[src/rtl/sincpde_window.sv]
// Peak-triggered 11-sample window capture ahead of the sincpde_single_dfs estimator.
// Optional `SINCPDE_WINDOW_BASELINE_EN: subtract (first+last)/2 from the window on load.
module sincpde_window #(
  parameter int WIDTH   = 18,
  parameter int THRESH  = 1000,
  parameter int HOLDOFF = 16
) (
  input  logic             clk,
  input  logic             rst,
  input  logic             adc_valid,
  input  logic [WIDTH-1:0] adc_data,
  output logic             sync_out,
  output logic [WIDTH-1:0] sample0,
  output logic [WIDTH-1:0] sample1,
  output logic [WIDTH-1:0] sample2,
  output logic [WIDTH-1:0] sample3,
  output logic [WIDTH-1:0] sample4,
  output logic [WIDTH-1:0] sample5,
  output logic [WIDTH-1:0] sample6,
  output logic [WIDTH-1:0] sample7,
  output logic [WIDTH-1:0] sample8,
  output logic [WIDTH-1:0] sample9,
  output logic [WIDTH-1:0] sample10,
  output logic             busy,
  output logic [15:0]      drop_cnt
);

  localparam int CW = $clog2(HOLDOFF + 2);

  typedef enum logic [1:0] {FILL, ARMED, HOLD} state_t;

  state_t           state, state_nxt;
  logic [WIDTH-1:0] sr      [0:10];
  logic [WIDTH-1:0] sr_nxt  [0:10];
  logic [WIDTH-1:0] win     [0:10];
  logic [WIDTH-1:0] win_nxt [0:10];
  logic [3:0]       fill_cnt, fill_cnt_nxt;
  logic [CW-1:0]    hold_cnt, hold_cnt_nxt;
  logic             peak_now, peak_flag, peak_flag_nxt;
  logic             accept, drop;

  always_comb begin
    for (int k = 0; k < 10; k++) sr_nxt[k] = adc_valid ? sr[k+1] : sr[k];
    sr_nxt[10] = adc_valid ? adc_data : sr[10];
  end

  // Strict rise / non-strict fall: on a flat top only the oldest equal sample qualifies.
  assign peak_now = (sr_nxt[5] >= WIDTH'(THRESH)) && (sr_nxt[5] > sr_nxt[4]) &&
                    (sr_nxt[5] >= sr_nxt[6]);
  assign peak_flag_nxt = adc_valid && peak_now && ((state != FILL) || (fill_cnt == 4'd10));

`ifdef SINCPDE_WINDOW_BASELINE_EN
  logic [WIDTH:0]   base_sum;
  logic [WIDTH-1:0] base;
  assign base_sum = {1'b0, sr[0]} + {1'b0, sr[10]};
  assign base     = base_sum[WIDTH:1];
  always_comb begin
    for (int k = 0; k < 11; k++) win_nxt[k] = (sr[k] > base) ? (sr[k] - base) : '0;
  end
`else
  always_comb begin
    for (int k = 0; k < 11; k++) win_nxt[k] = sr[k];
  end
`endif

  always_comb begin
    state_nxt    = state;
    fill_cnt_nxt = fill_cnt;
    hold_cnt_nxt = hold_cnt;
    accept       = 1'b0;
    drop         = 1'b0;
    case (state)
      FILL: begin
        if (adc_valid) begin
          if (fill_cnt == 4'd10) state_nxt = ARMED;
          else                   fill_cnt_nxt = fill_cnt + 4'd1;
        end
      end
      ARMED: begin
        if (peak_flag) begin
          accept    = 1'b1;
          state_nxt = HOLD;
          // A sample arriving on the load edge is not counted, so a gap here must add one
          // to keep the holdoff measured in samples after the peak regardless of gaps.
          hold_cnt_nxt = adc_valid ? CW'(HOLDOFF) : CW'(HOLDOFF + 1);
        end
      end
      HOLD: begin
        drop = peak_flag;
        if (adc_valid) begin
          if (hold_cnt <= CW'(1)) begin
            state_nxt    = ARMED;
            hold_cnt_nxt = '0;
          end else begin
            hold_cnt_nxt = hold_cnt - CW'(1);
          end
        end
      end
      default: state_nxt = FILL;
    endcase
  end

  always_ff @(posedge clk or negedge rst) begin
    if (!rst) begin
      state     <= FILL;
      fill_cnt  <= '0;
      hold_cnt  <= '0;
      peak_flag <= 1'b0;
      sync_out  <= 1'b0;
      drop_cnt  <= '0;
      for (int k = 0; k < 11; k++) begin
        sr[k]  <= '0;
        win[k] <= '0;
      end
    end else begin
      state     <= state_nxt;
      fill_cnt  <= fill_cnt_nxt;
      hold_cnt  <= hold_cnt_nxt;
      peak_flag <= peak_flag_nxt;
      sync_out  <= accept;
      for (int k = 0; k < 11; k++) sr[k] <= sr_nxt[k];
      if (accept) begin
        for (int k = 0; k < 11; k++) win[k] <= win_nxt[k];
      end
      if (drop && (drop_cnt != 16'hFFFF)) drop_cnt <= drop_cnt + 16'd1;
    end
  end

  assign busy     = (state == HOLD);
  assign sample0  = win[0];
  assign sample1  = win[1];
  assign sample2  = win[2];
  assign sample3  = win[3];
  assign sample4  = win[4];
  assign sample5  = win[5];
  assign sample6  = win[6];
  assign sample7  = win[7];
  assign sample8  = win[8];
  assign sample9  = win[9];
  assign sample10 = win[10];

endmodule

[config.mk]
export PLATFORM = sky130hd
export DESIGN_NAME = sincpde_window
export DESIGN_NICKNAME = d
export VERILOG_FILES = /design/src/rtl/sincpde_window.sv
export SDC_FILE = /design/constraint.sdc
export NUM_CORES = 1
export LEC_CHECK = 0
export CORE_UTILIZATION = 48
export DETAILED_ROUTE_END_ITERATION = 8
export GPL_TIMING_DRIVEN = 0
export PLACE_DENSITY_LB_ADDON = 0.2
export SETUP_SLACK_MARGIN = 0.5
export SYNTH_ARGS = -nofsm -noshare
export SYNTH_HDL_FRONTEND = slang
export SYNTH_SLANG_ARGS = --single-unit
[constraint.sdc]
create_clock -name clk -period 4.95 [get_ports clk]
set_clock_uncertainty 0.2 [all_clocks]
set_input_delay 0.7425 -clock clk [delete_from_list [all_inputs] [get_ports clk]]
set_output_delay 0.7425 -clock clk [all_outputs]
set_load 0.005 [all_outputs]
## Word level (Yosys, flattened, before mapping)

Cells that the tools add are included.

| cells by class | value |
|---|---|
| bitwise operators | 1 |
| reductions and logical operators | 12 |
| multiplexer cells | 17 |
| add/sub/neg operators | 3 |
| magnitude comparators | 4 |
| equal/unequal tests | 9 |

Operator list:

| operator | count |
|---|---|
| $mux 18 | 3 |
| $ge 18x10->1 const B | 1 |
| $ge 18x18->1 | 1 |
| $gt 18x18->1 | 1 |
| $add 16x1->16 const B | 1 |
| $ne 16x16->1 const B | 1 |
| $mux 5 | 3 |
| $mux 2 | 5 |
| $pmux 5 s2 | 1 |
| $ne 2x2->1 const B | 4 |
| $pmux 2 s3 | 1 |
| $reduce_and 3->1 | 2 |
| $le 5x1->1 const B | 1 |
| $logic_and 1x1->1 | 5 |
| $reduce_and 5->1 | 1 |
| $sub 5x1->5 const B | 1 |
| $add 4x1->4 const B | 1 |
| $eq 4x4->1 const B | 1 |
| $mux 1 | 4 |
| $reduce_bool 2->1 | 2 |
| $eq 2x1->1 const B | 1 |
| $eq 2x2->1 const B | 1 |
| $logic_not 2->1 | 1 |
| $ne 2x1->1 const B | 1 |
| 2 further kinds | 2 |

| word-level totals | value |
|---|---|
| logic and storage cells | 74 |
| bits of input ports | 21 |
| flip-flop bits (word level) | 425 |
| output and inout port bits | 216 |

## Depth between registers and ports, before layout

Gate-level depths: netlist of the first run.

| logic depth | value |
|---|---|
| word-level depth | 6 |
| depth in mapped cells | 11 |
| depth with buffers taken out | 7 |

## Least setup slack after synthesis of the first run

OpenSTA, ideal clock, no wires.

| timing | value |
|---|---|
| kind | input to register |
| start | in adc_valid |
| end | reg peak_flag |
| arrival | 3.300 ns |
| setup time | 0.141 ns |
| stages on the path | 11 |
| path buffers | 4 |
| setup slack | 1.309 ns |
| data required time | 4.609 ns |
| cell sequence | buf_2 -> buf_2 -> buf_2 -> buf_2 -> mux2_2 -> ha_1 -> a21oi_1 -> o21ai_0 -> a2111o_1 -> a2111oi_0 -> a211oi_1 |

RTL lines:

| element | RTL line | text |
|---|---|---|
| start, declared | 10 | `input logic adc_valid,` |
| end signal, assigned | 119 | `peak_flag <= peak_flag_nxt;` |
| end, declared | 39 | `logic peak_now, peak_flag, peak_flag_nxt;` |

==> impl_results.md, run 1 <==
- Synth cell types: 41
- Tot Pwr: approximately 13 mW
- Min-Delay Path Class: input pin to async pin
- TritonCTS clock tree: built
- Worst Tran Pin Value: 0.961 ns
- Initial Util: between 40% and 50%
- Sink Count: 425
- DP HPWL: around 30,000 um
- Unrepaired setup endpoints after global routing: false
- Required @ worst endpoint: 5.13 ns
- Overall routing resource usage: a little under a quarter
- FF+latch area: around 0.011 sq mm
- Hold Fails Final Rpt: 3
- Crit end category: register
- Multi-input logic area: approximately 0.006 sq mm
- Commonest non-fill, non-tap cell in the layout: nand2_1
- Via count: between 10,000 and 15,000
- FF-to-FF End: peak_flag
- Final wirelength: 41,500 um
- Tcrit/Tclk final: between 80% and 90%
- Wire per inst: roughly 18 um
- Largest Register: sr
- Fmax: around 230 MHz
- GR Overflow Total: 0
- Final WS setup: 0.658 ns
- Vias in the first global route: around 12,000
- Root Driver: clkbuf_16
- Slew margin rel.: roughly a third
- Post-synthesis sequential area ratio: a little over three fifths
- Most frequent cells in the layout: 610 x nand2_1, 425 x dfrtp_1, 235 x clkdlybuf4s50_1
- Fillers: about 2,800
- R2R depth: 7
- Maximum capacitance violations: 0
- Final Instance Area: between 0.02 and 0.025 sq mm
- Worst EP arrival: 4.48 ns
- Pins Over Slew Limit: 0
- Die X: around 190 um
- Launch point of the worst reg-to-reg path: sr[77]
- P per Cell Area: roughly 600 mW/mm^2
- R2r setup slk: 2.18 ns
- Vias per cell: slightly above 5
- Startpoint types: input pin
- CP Class: input pin to register
- Avg Inst Size Synth: between 10 and 15 sq um
- Post-CTS Setup Bufs: 0
- Leak: approximately 11 nW
- Crit-path max FO: 10
- Largest net degree at the start of global routing: about 130
- Hold slack: -0.00793 ns
- Number of flip-flops under the largest register name: between 150 and 200
- Die H: approximately 190 um
- Synthesis-stage register bit count: around 430
- CTS H-Tree Depth: 2
- Slowest stage delay, CP: between 0.4 and 0.5 ns
- Area Overhead vs Synth: 26.6%
- Kind of cell adding the most delay to the critical path: buffers and inverters
- Status: complete, but fails checks
- Critical Path, Cell by Cell: clkdlybuf4s50_1 > buf_2 > buf_2 > buf_2 > buf_2 > mux2_2 > ha_1 > o21ai_0 > nor2_1 > a2111o_1 > a2111oi_1 > a211oi_1
- Ys async rst share: 100%
- Drt pass-1 iters: 5
- Final #Nets: 1,864
- Failing checks: hold timing
- CP max stage cell: clkdlybuf4s50_1
- Syn nets: between 1,500 and 2,000
- FP Rows: a little under 70
- EDFF count, synth: 0
- Remaining antenna violation count: 0
- DRT iter0 DRCs: roughly 600
- Buf/Inv on CP: 5
- First-pass GRT wire length: between 60,000 and 70,000 um
- Hold-fix buffers, CTS: 0
- Share of cells above drive strength 1: 15.3%
- Post-synth top area share: a little over three fifths
- Yosys Warn Count: 0
- Synth Flop Type: dfrtp_1
- Number of CTS-inserted buffers: 44
- Worst-case clock buffer depth: 3
- Setup TNS: 0 ns
- Clk Latency, worst-skew pair: roughly 0.54 ns
- Post-synthesis instance area: 0.0170 sq mm
- Final setup violation count: 0
- Synth area leaders: dfrtp_1 63%, nand2_1 13%, mux2_2 11%
- Syn Inst Count: 1,517
- Routability cong.: roughly 0.85
- Port bufs: between 200 and 250
- Antenna diode count: 0
- I/O Pins: 237
- Initial antenna violation count: 0
- DP Area: between 0.02 and 0.025 sq mm
- Min Tclk post-route: between 4 and 5 ns
- DP Worst Slack: -0.0454 ns
- Peak supply drop: roughly 0.3 mV
- Die area: about 0.036 sq mm
- Area leader, netlist: dfrtp_1
- CTS clock-pin slew for the worst setup and hold paths: 0.06 ns
- Cell mode on critical path: buf_2
- Post-route DRC: 0
- Core area: between 0.03 and 0.04 sq mm
==> kinds of logic (layout without fill, tap and decap cells) <==
family,Yosys count,in the layout,share of synthesized area [%]
multiplexers,202,202,13.1
adder cells (fa/ha/maj),41,41,3.01
AO/OA/AOI/OAI,46,46,2.14
flip-flops,425,425,62.5
XOR/XNOR,18,18,0.926
buffers and inverters,115,432,2.81
AND/OR/NAND/NOR,670,670,15.5
==> worst max-delay path by stage <==
stage,start,endpoint,slack [ns],depth (start not counted)
4_1_cts,adc_valid,peak_flag,0.59,12
3_5_place_dp,adc_valid,peak_flag,-0.05,12
5_1_grt,adc_valid,peak_flag,0.51,12
2_1_floorplan,adc_valid,peak_flag,1.31,11
3_3_place_gp,rst,sr[3],-15.41,1
6_report,adc_valid,peak_flag,0.66,12
==> synthesized netlist by cell type, drive strengths merged (3+ instances only) <==
cell type	count
nand2	610
dfrtp	425
mux2	164
inv	47
ha	41
buf	38
mux2i	38
clkbuf	30
nor2	14
nand4	13
a21oi	12
nand3	10
xnor2	10
o21ai	9
nor3	8
xor2	8
a21o	5
a211oi	4
and4	4
nand2b	3
nor2b	3
o31ai	3
==> per-stage QoR <==
stage	hold slack, ns	std cells	util, %
after floorplan	0.235	1517	-
after global placement	0.252	2208	57.5
after detailed placement	0.252	2211	57.7
after CTS	0.0224	2289	62.0
after global routing	0.0388	2289	62.0
final	-0.00793	2289	62.0
==> repair_timing <==
item	4_1_cts	5_1_grt
pin swaps	0	0
endpoints found under the setup margin	1	1
hold endpoints to repair	0	0
resized for setup	1	1
==> worst reg2reg max path: stages, from the launching register on <==
cell and delay, ns:
dfrtp_1 0.44, mux2_2 0.33, ha_1 0.35, a21oi_1 0.13, o21ai_0 0.11, a2111o_1 0.45
a2111oi_1 0.48, a211oi_1 0.13
==> final cells by class <==
class | instances | share of cell area (%)
Multi-Input combinational cell | 977 | 27.4
Clock buffer | 65 | 6.09
Tap cell | 455 | 2.64
Clock inverter | 13 | 0.848
Buffer | 68 | 1.41
Inverter | 47 | 0.819
Timing Repair Buffer | 239 | 11.4
Sequential cell | 425 | 49.4
==> per-layer routing <==
layer  vias to the layer above  wire (um)  track usage, %  share of wire, %
met3                        51       2590            5.39               6.2
li1                       5507          -               -                 -
met2                       282      19700            38.4                48
met5                         -          0               0                 0
met1                      5835      18400            32.3                44
met4                         0        818            6.06               2.0
==> power breakdown <==
group,internal (mW),total (mW),leakage [nW],switching (mW)
registers,4.76,5.77,5.29,1.00
clock network,2.05,3.37,0.735,1.33
logic,2.16,3.83,4.52,1.67
total,8.97,13.0,10.5,4.00
No activity file was read; power rests on OpenSTA's default activity.
==> inputs of run 2 (changes only) <==
Settings changed: ABC_AREA set to 1, CTS_CLUSTER_DIAMETER set to 50.
==> run 2 against run 1 <==
Net effect:
- the run now ends clean
- register-to-register slack gained 0.47 ns
- critical endpoint unchanged
- worst hold slack gained 0.0094 ns
- sequential power shrank 13%
- sequential share of layout area shrank 0.53 points
- core utilization grew 0.36 points
==> impl_results.md, run 2 <==
- Commonest non-fill, non-tap cell in the layout: nand2_1
- Post-synth top area share: 61.9% (-0.65 points)
- Number of CTS-inserted buffers: 46 (+4.5%)
- Syn nets: 1,934 (+22%)
- Slew margin rel.: 43.9% (+8.8 points)
- CTS clock-pin slew for the worst setup and hold paths: 0.06 ns (about the same)
- CP Launch Point: adc_valid
- Maximum capacitance violations: 0 (unchanged)
- Commonest cells in the netlist: 558 x nand2_1, 425 x dfrtp_1, 370 x o21ai_0
- DP HPWL: 34,900 um (+16%)
- Drt pass-1 iters: 5 (unchanged)
- Hold-fix buffers, CTS: 0 (unchanged)
- Final Instance Area: 0.0218 sq mm (+1.1%)
- Synth cell types: 32 (-22%)
- Die H: 191 um (+0.52%)
- Initial antenna violation count: 1 (+1)
- Avg Inst Size Synth: 9.18 sq um (-18%)
- Critical Path End: peak_flag
- Via count: 13,500 (+15%)
- Worst EP arrival: 2.96 ns (-1.52 ns)
- Root Driver: clkbuf_16
- Largest Register: sr
- Share of cells above drive strength 1: 6.02% (-9.3 points)
- Post-synthesis sequential area ratio: 61.9% (-0.65 points)
- Remaining antenna violation count: 0 (unchanged)
- P per Cell Area: 528 mW/mm^2 (-12%)
- Most frequent cells in the layout: 558 x nand2_1, 425 x dfrtp_1, 370 x o21ai_0
- Largest net degree at the start of global routing: 127 (-0.78%)
- Setup TNS: 0 ns (unchanged)
- Area leader, netlist: dfrtp_1
- Min Tclk post-route: 2.68 ns (-1.61 ns)
- Ys async rst share: 100% (unchanged)
- Fmax: 373 MHz (+60%)
- Die area: 0.0366 sq mm (+1.0%)
- Number of flip-flops under the largest register name: 198 (unchanged)
- Die X: 191 um (+0.52%)
- Status: completed
- Syn Inst Count: 1,872 (+23%)
- DP Area: 0.0202 sq mm (+0.84%)
- Vias per cell: 5.08 (-0.42%)
- Synth Flop Type: dfrtp_1
- Post-CTS Setup Bufs: 0 (unchanged)
- Post-synthesis instance area: 0.0172 sq mm (+1.0%)
- Pins Over Slew Limit: 0 (unchanged)
- FP Rows: 68 (unchanged)
- Overall routing resource usage: 26.9% (+3.2 points)
- Clk Latency, worst-skew pair: 0.55 ns (about the same)
- Core area: 0.0349 sq mm (+0.49%)
- Port bufs: 235 (-0.42%)
- Vias in the first global route: 13,800 (+14%)
- Min-Delay Path Class: input pin to async pin
- Tcrit/Tclk final: 54.2% (-32 points)
- EDFF count, synth: 0 (unchanged)
- Yosys Warn Count: 0 (unchanged)
- R2r setup slk: 2.65 ns (+0.47 ns)
- FF-to-FF End: sample6[11]
- Post-CTS Resized: 0 (-1)
- Launch point of the worst reg-to-reg path: state[0]
- Wire per inst: 18.0 um (-0.66%)
- Startpoint types: input pin
- Sink Count: 425 (unchanged)
- Synth area leaders: dfrtp_1 62%, nand2_1 12%, o21ai_0 11%
- CTS H-Tree Depth: 2 (unchanged)
- Unrepaired setup endpoints after global routing: false
- Final setup violation count: 0 (unchanged)
- Top-count cell post-synth: nand2_1
- Worst-case clock buffer depth: 3 (unchanged)
- Peak supply drop: 0.335 mV (+12%)
- Post-route DRC: 0 (unchanged)
- R2R depth: 5 (-2)
- TritonCTS clock tree: built
- CP Class: input pin to register
- DRT iter0 DRCs: 898 (+47%)
- Fillers: 2,996 (+6.8%)
- GR Overflow Total: 0 (unchanged)
- I/O Pins: 237 (unchanged)
- Crit end category: register
- Initial Util: 49.3% (+0.27 points)
- Final wirelength: 47,700 um (+15%)
- Leak: 10.6 nW (+0.31%)
- Crit-path max FO: 10 (unchanged)
- Worst Tran Pin Value: 0.842 ns (-0.120 ns)
- Synthesis-stage register bit count: 425 (unchanged)
- Area Overhead vs Synth: 26.6% (about the same)
- Routability cong.: 0.898 (+6.1%)
- Final #Nets: 2,220 (+19%)
- First-pass GRT wire length: 75,500 um (+13%)
- Required @ worst endpoint: 5.23 ns (+0.10 ns)
- Hold Fails Final Rpt: 0 (-3)
==> run 2: layout make-up <==
type / instances / area (sq um) / area share (%)
diodes: 1 / 2.50 / 0.0115
plain buffers: 89 / 428 / 1.97
clock buffers: 65 / 1310 / 6.04
clock inverters: 18 / 248 / 1.14
inverters: 258 / 968 / 4.45
multi-input cells: 1100 / 5160 / 23.7
flip-flops and latches: 425 / 10600 / 48.9
well taps: 455 / 569 / 2.62
repair buffers: 238 / 2440 / 11.2
==> run 2: metrics by stage <==
step | std cells | power (mW) | utilization [%] | setup slack [ns] | hold WS (ns)
2_1_floorplan | 1872 | 6.02 | - | 2.31 | 0.242
3_3_place_gp | 2562 | 7.93 | 57.7 | -15.29 | 0.258
3_5_place_dp | 2565 | 8.03 | 57.9 | 1.76 | 0.265
4_1_cts | 2648 | 11.6 | 62.4 | 2.25 | 0.0297
5_1_grt | 2648 | 12.2 | 62.4 | 2.13 | 0.0452
6_report | 2649 | 11.5 | 62.4 | 2.27 | 0.00146
==> run 2: routing by layer <==
layer / GRT usage (%) / wire length [um] / vias to the layer above
li1: - / - / 6440
met1: 35.3 / 20400 / 6562
met2: 44.6 / 23000 / 383
met3: 5.43 / 3030 / 70
met4: 9.04 / 1330 / 0
met5: 0 / 0 / -
==> run 2: worst min-delay path by stage <==
stage / start / end / slack (ns)
2_1_floorplan: fill_cnt[3] / fill_cnt[3] / 0.24
3_3_place_gp: sr[130] / sr[148] / 0.26
3_5_place_dp: sr[131] / sr[149] / 0.26
4_1_cts: rst / sample0[2] / 0.03
5_1_grt: rst / sr[184] / 0.05
6_report: rst / sr[182] / 0.001
==> run 2: worst max-delay path, stage by stage <==
cell	delay, ns
buf_6	0.14
buf_6	0.16
buf_4	0.18
buf_2	0.21
nand2_1	0.09
o21ai_0	0.16
ha_1	0.36
nand2_1	0.06
nor2_1	0.18
nand2_1	0.13
nor2_1	0.15
o211ai_1	0.13
nand2_1	0.10
nor2_1	0.04
nor2_1	0.10
==> run 2: report_power, final <==
part           internal, mW  total (mW)  leakage [nW]  switching [mW]
registers              4.38        5.00          5.40           0.625
logic                  1.59        2.97          4.43            1.38
clock network          2.12        3.52         0.756            1.40
total                  8.09        11.5          10.6            3.40
==> run 2: logic make-up after synthesis <==
group	share of synthesized area [%]
simple gates	14.6
flops	61.9
compound gates	11.7
buf+inv	8.12
fa+ha+maj	2.98
xor+xnor	0.764
==> inputs of run 3 (changes only) <==
Clock period 4.95 ns to 2.39 ns, I/O delays scaled along.
==> run 3 against run 2 <==
Net effect:
- setup slack got worse by 1.9 ns
- critical path depth fell by 2
- die area did not move
- clock power rose by 93%
- flip-flop and latch count did not move
- the flow now finishes with violations (hold timing)
- via count rose by 5.0%
- largest cell class unchanged
- register-to-register slack got worse by 2.3 ns
- non-clock buffer count rose by 88
- sequential power rose by 110%
- core utilization rose by 2.0 points
- worst hold slack got worse by 0.51 ns
- critical path type is now register to register
- sequential share of layout area fell by 1.5 points
==> impl_results.md, run 3 (synthesis results as in run 2) <==
- CP Depth: 13 (-2)
- Min Tclk post-route: 2.00 ns
- Remaining antenna violation count: 0 (unchanged)
- CP Class: register to register
- R2r setup slk: 0.39 ns (-2.26 ns)
- Slew margin rel.: 51.5% (+7.7 points)
- Final Instance Area: 0.0225 sq mm (+3.3%)
- Tot Pwr: 23.1 mW (+100%)
- Post-route DRC: 0 (unchanged)
- Clk Latency, worst-skew pair: 0.58 ns (+0.03 ns)
- Failing checks: hold timing
- R2R depth: 13 (+8)
- Largest Register: sr
- P per Cell Area: 1030 mW/mm^2 (+95%)
- Buf/Inv on CP: 2 (-2)
- TritonCTS clock tree: built
- Largest net degree at the start of global routing: 127 (unchanged)
- Core area: 0.0349 sq mm (unchanged)
- Via count: 14,100 (+5.0%)
- Min-Delay Path Class: input pin to async pin
- Root Driver: clkbuf_16
- GR Overflow Total: 0 (unchanged)
- Die area: 0.0366 sq mm (unchanged)
- Startpoint types: register
- FF+latch area: 0.0106 sq mm (about the same)
- Status: complete, but fails checks
- Launch point of the worst reg-to-reg path: sr[85]
- Final WS setup: 0.386 ns (-1.88 ns)
- Routability cong.: 0.870 (-3.1%)
- Unrepaired setup endpoints after global routing: true
- Crit-path max FO: 3 (-7)
- Number of CTS-inserted buffers: 47 (+2.2%)
- Tcrit/Tclk final: between 80% and 90%
- Drt pass-1 iters: 5 (unchanged)
- Kind of cell adding the most delay to the critical path: simple AND/OR/NAND/NOR gates
- CTS clock-pin slew for the worst setup and hold paths: 0.06 ns (about the same)
- FF-to-FF End: peak_flag
- Critical Path End: peak_flag
- Vias in the first global route: 14,200 (+3.4%)
- Die X: 191 um (unchanged)
- Fillers: 2,972 (-0.80%)
- Port bufs: 235 (unchanged)
- Area Overhead vs Synth: 30.7%
- Fmax: about 500 MHz
- Final setup violation count: 0 (unchanged)
- Peak supply drop: 0.788 mV (+140%)
- Worst Tran Pin Value: 0.727 ns (-0.115 ns)
- Pins Over Slew Limit: 0 (unchanged)
- Final wirelength: 49,200 um (+3.2%)
- Hold Fails Final Rpt: 115 (+115)
- Die H: 191 um (unchanged)
- Number of flip-flops under the largest register name: 198 (unchanged)
- Critical Path, Cell by Cell: inv_2 > nand2_1 > nand2_2 > inv_2 > ha_4 > nand2_2 > nor2_4 > nand3_1 > nor2_1 > nor2_1 > nand3_2 > nand2_2 > nor2_2
- Most frequent cells in the layout: 536 x nand2_1, 421 x dfrtp_1, 348 x o21ai_0
- CTS H-Tree Depth: 2 (unchanged)
- FP Rows: 68 (unchanged)
- Commonest non-fill, non-tap cell in the layout: nand2_1
- Slowest stage delay, CP: 0.40 ns (+0.04 ns)
- CP Launch Point: sr[85]
- Share of cells above drive strength 1: 14.7% (+8.6 points)
- Final #Nets: 2,309 (+4.0%)
- Initial antenna violation count: 0 (-1)
- Leak: 11.8 nW (+12%)
- DP HPWL: 34,200 um (-2.2%)
- Maximum capacitance violations: 0 (unchanged)
- DP Worst Slack: -0.364 ns (-2.12 ns)
- Cell mode on critical path: nand2_2
- Vias per cell: 5.16 (+1.7%)
- First-pass GRT wire length: 77,400 um (+2.6%)
- Worst EP arrival: 2.32 ns (-0.64 ns)
- CP max stage cell: dfrtp_1
- Worst-case clock buffer depth: 3 (unchanged)
- Hold slack: -0.511 ns (-0.512 ns)
- Required @ worst endpoint: 2.71 ns (-2.52 ns)
- I/O Pins: 237 (unchanged)
- Initial Util: 49.3% (unchanged)
- Overall routing resource usage: 27.6% (+0.74 points)
- Sink Count: 425 (unchanged)
- DP Area: 0.0202 sq mm (about the same)
- Crit end category: register
- DRT iter0 DRCs: 973 (+8.4%)
- Multi-input logic area: 0.00553 sq mm (+7.1%)
- Wire per inst: 18.0 um (about the same)
run 3: cell types whose count changed in the layout (fill, tap and decap cells not counted), sizes merged:
cell           delta
bufinv            -5
clkdlybuf4s50   -216
buf              +86
dlygate4sd2     +215
clkinvlp          -2
inv               +4
clkbuf            +4
run 3: cell type report:
cell class | count | area share [%]
Inverter | 258 | 4.34
Sequential cell | 425 | 47.3
Tap cell | 455 | 2.53
Antenna cell | 1 | 0.0111
Clock buffer | 66 | 5.73
Timing Repair Buffer | 326 | 12.6
Buffer | 89 | 2.22
Clock inverter | 15 | 0.629
Multi-Input combinational cell | 1100 | 24.6
run 3: metrics by stage:
| step | setup TNS, ns | util, % | std cells | hold WS [ns] |
|---|---|---|---|---|
| final | 0 | 64.4 | 2735 | -0.511 |
| after global routing | 0 | 64.4 | 2734 | -0.446 |
| after CTS | 0 | 63.9 | 2725 | -0.368 |
| after detailed placement | -0.364 | 58.0 | 2565 | 0.251 |
| after global placement | -7423.78 | 57.7 | 2562 | 0.259 |
| after floorplan | 0 | - | 1872 | -0.137 |
run 3: where the power goes:
part	internal, mW	switching [mW]
clock network	3.80	2.99
logic	2.89	3.12
registers	9.07	1.24
total	15.8	7.36
run 3: how the worst min path moves through the flow:
stage | depth (start not counted) | endpoint | slack [ns] | start
after detailed placement | 1 | sample0[5] | 0.25 | rst
after CTS | 1 | sample0[6] | -0.37 | rst
after global placement | 1 | fill_cnt[3] | 0.26 | fill_cnt[3]
after floorplan | 0 | drop_cnt[0] | -0.14 | rst
after global routing | 1 | sample0[5] | -0.45 | rst
final | 1 | sample0[0] | -0.51 | rst
run 3: routing by layer:
metal  wire length (um)  part of all wire (%)  GRT usage, %  vias up
met3               3230                   6.5          5.18       94
met4               1360                   2.8          9.16        0
met2              23900                    48          46.4      492
met5                  0                     0             0        -
li1                   -                     -             -     6632
met1              20800                    42          36.1     6906
run 3: repair_timing:
item | 4_1_cts | 5_1_grt
pin swaps | 29 | 19
setup endpoints to repair | 407 | 92
resized for setup | 329 | 57
setup buffers | 79 | 9
endpoints found under the hold margin | 102 | 102
run 3: worst reg2reg max path, delay by kind of cell, from the launching register on:
family | cells | cell delay, ns
flip-flops | 1 | 0.40
AND/OR/NAND/NOR | 10 | 0.94
buffers and inverters | 2 | 0.15
adder cells (fa/ha/maj) | 1 | 0.27
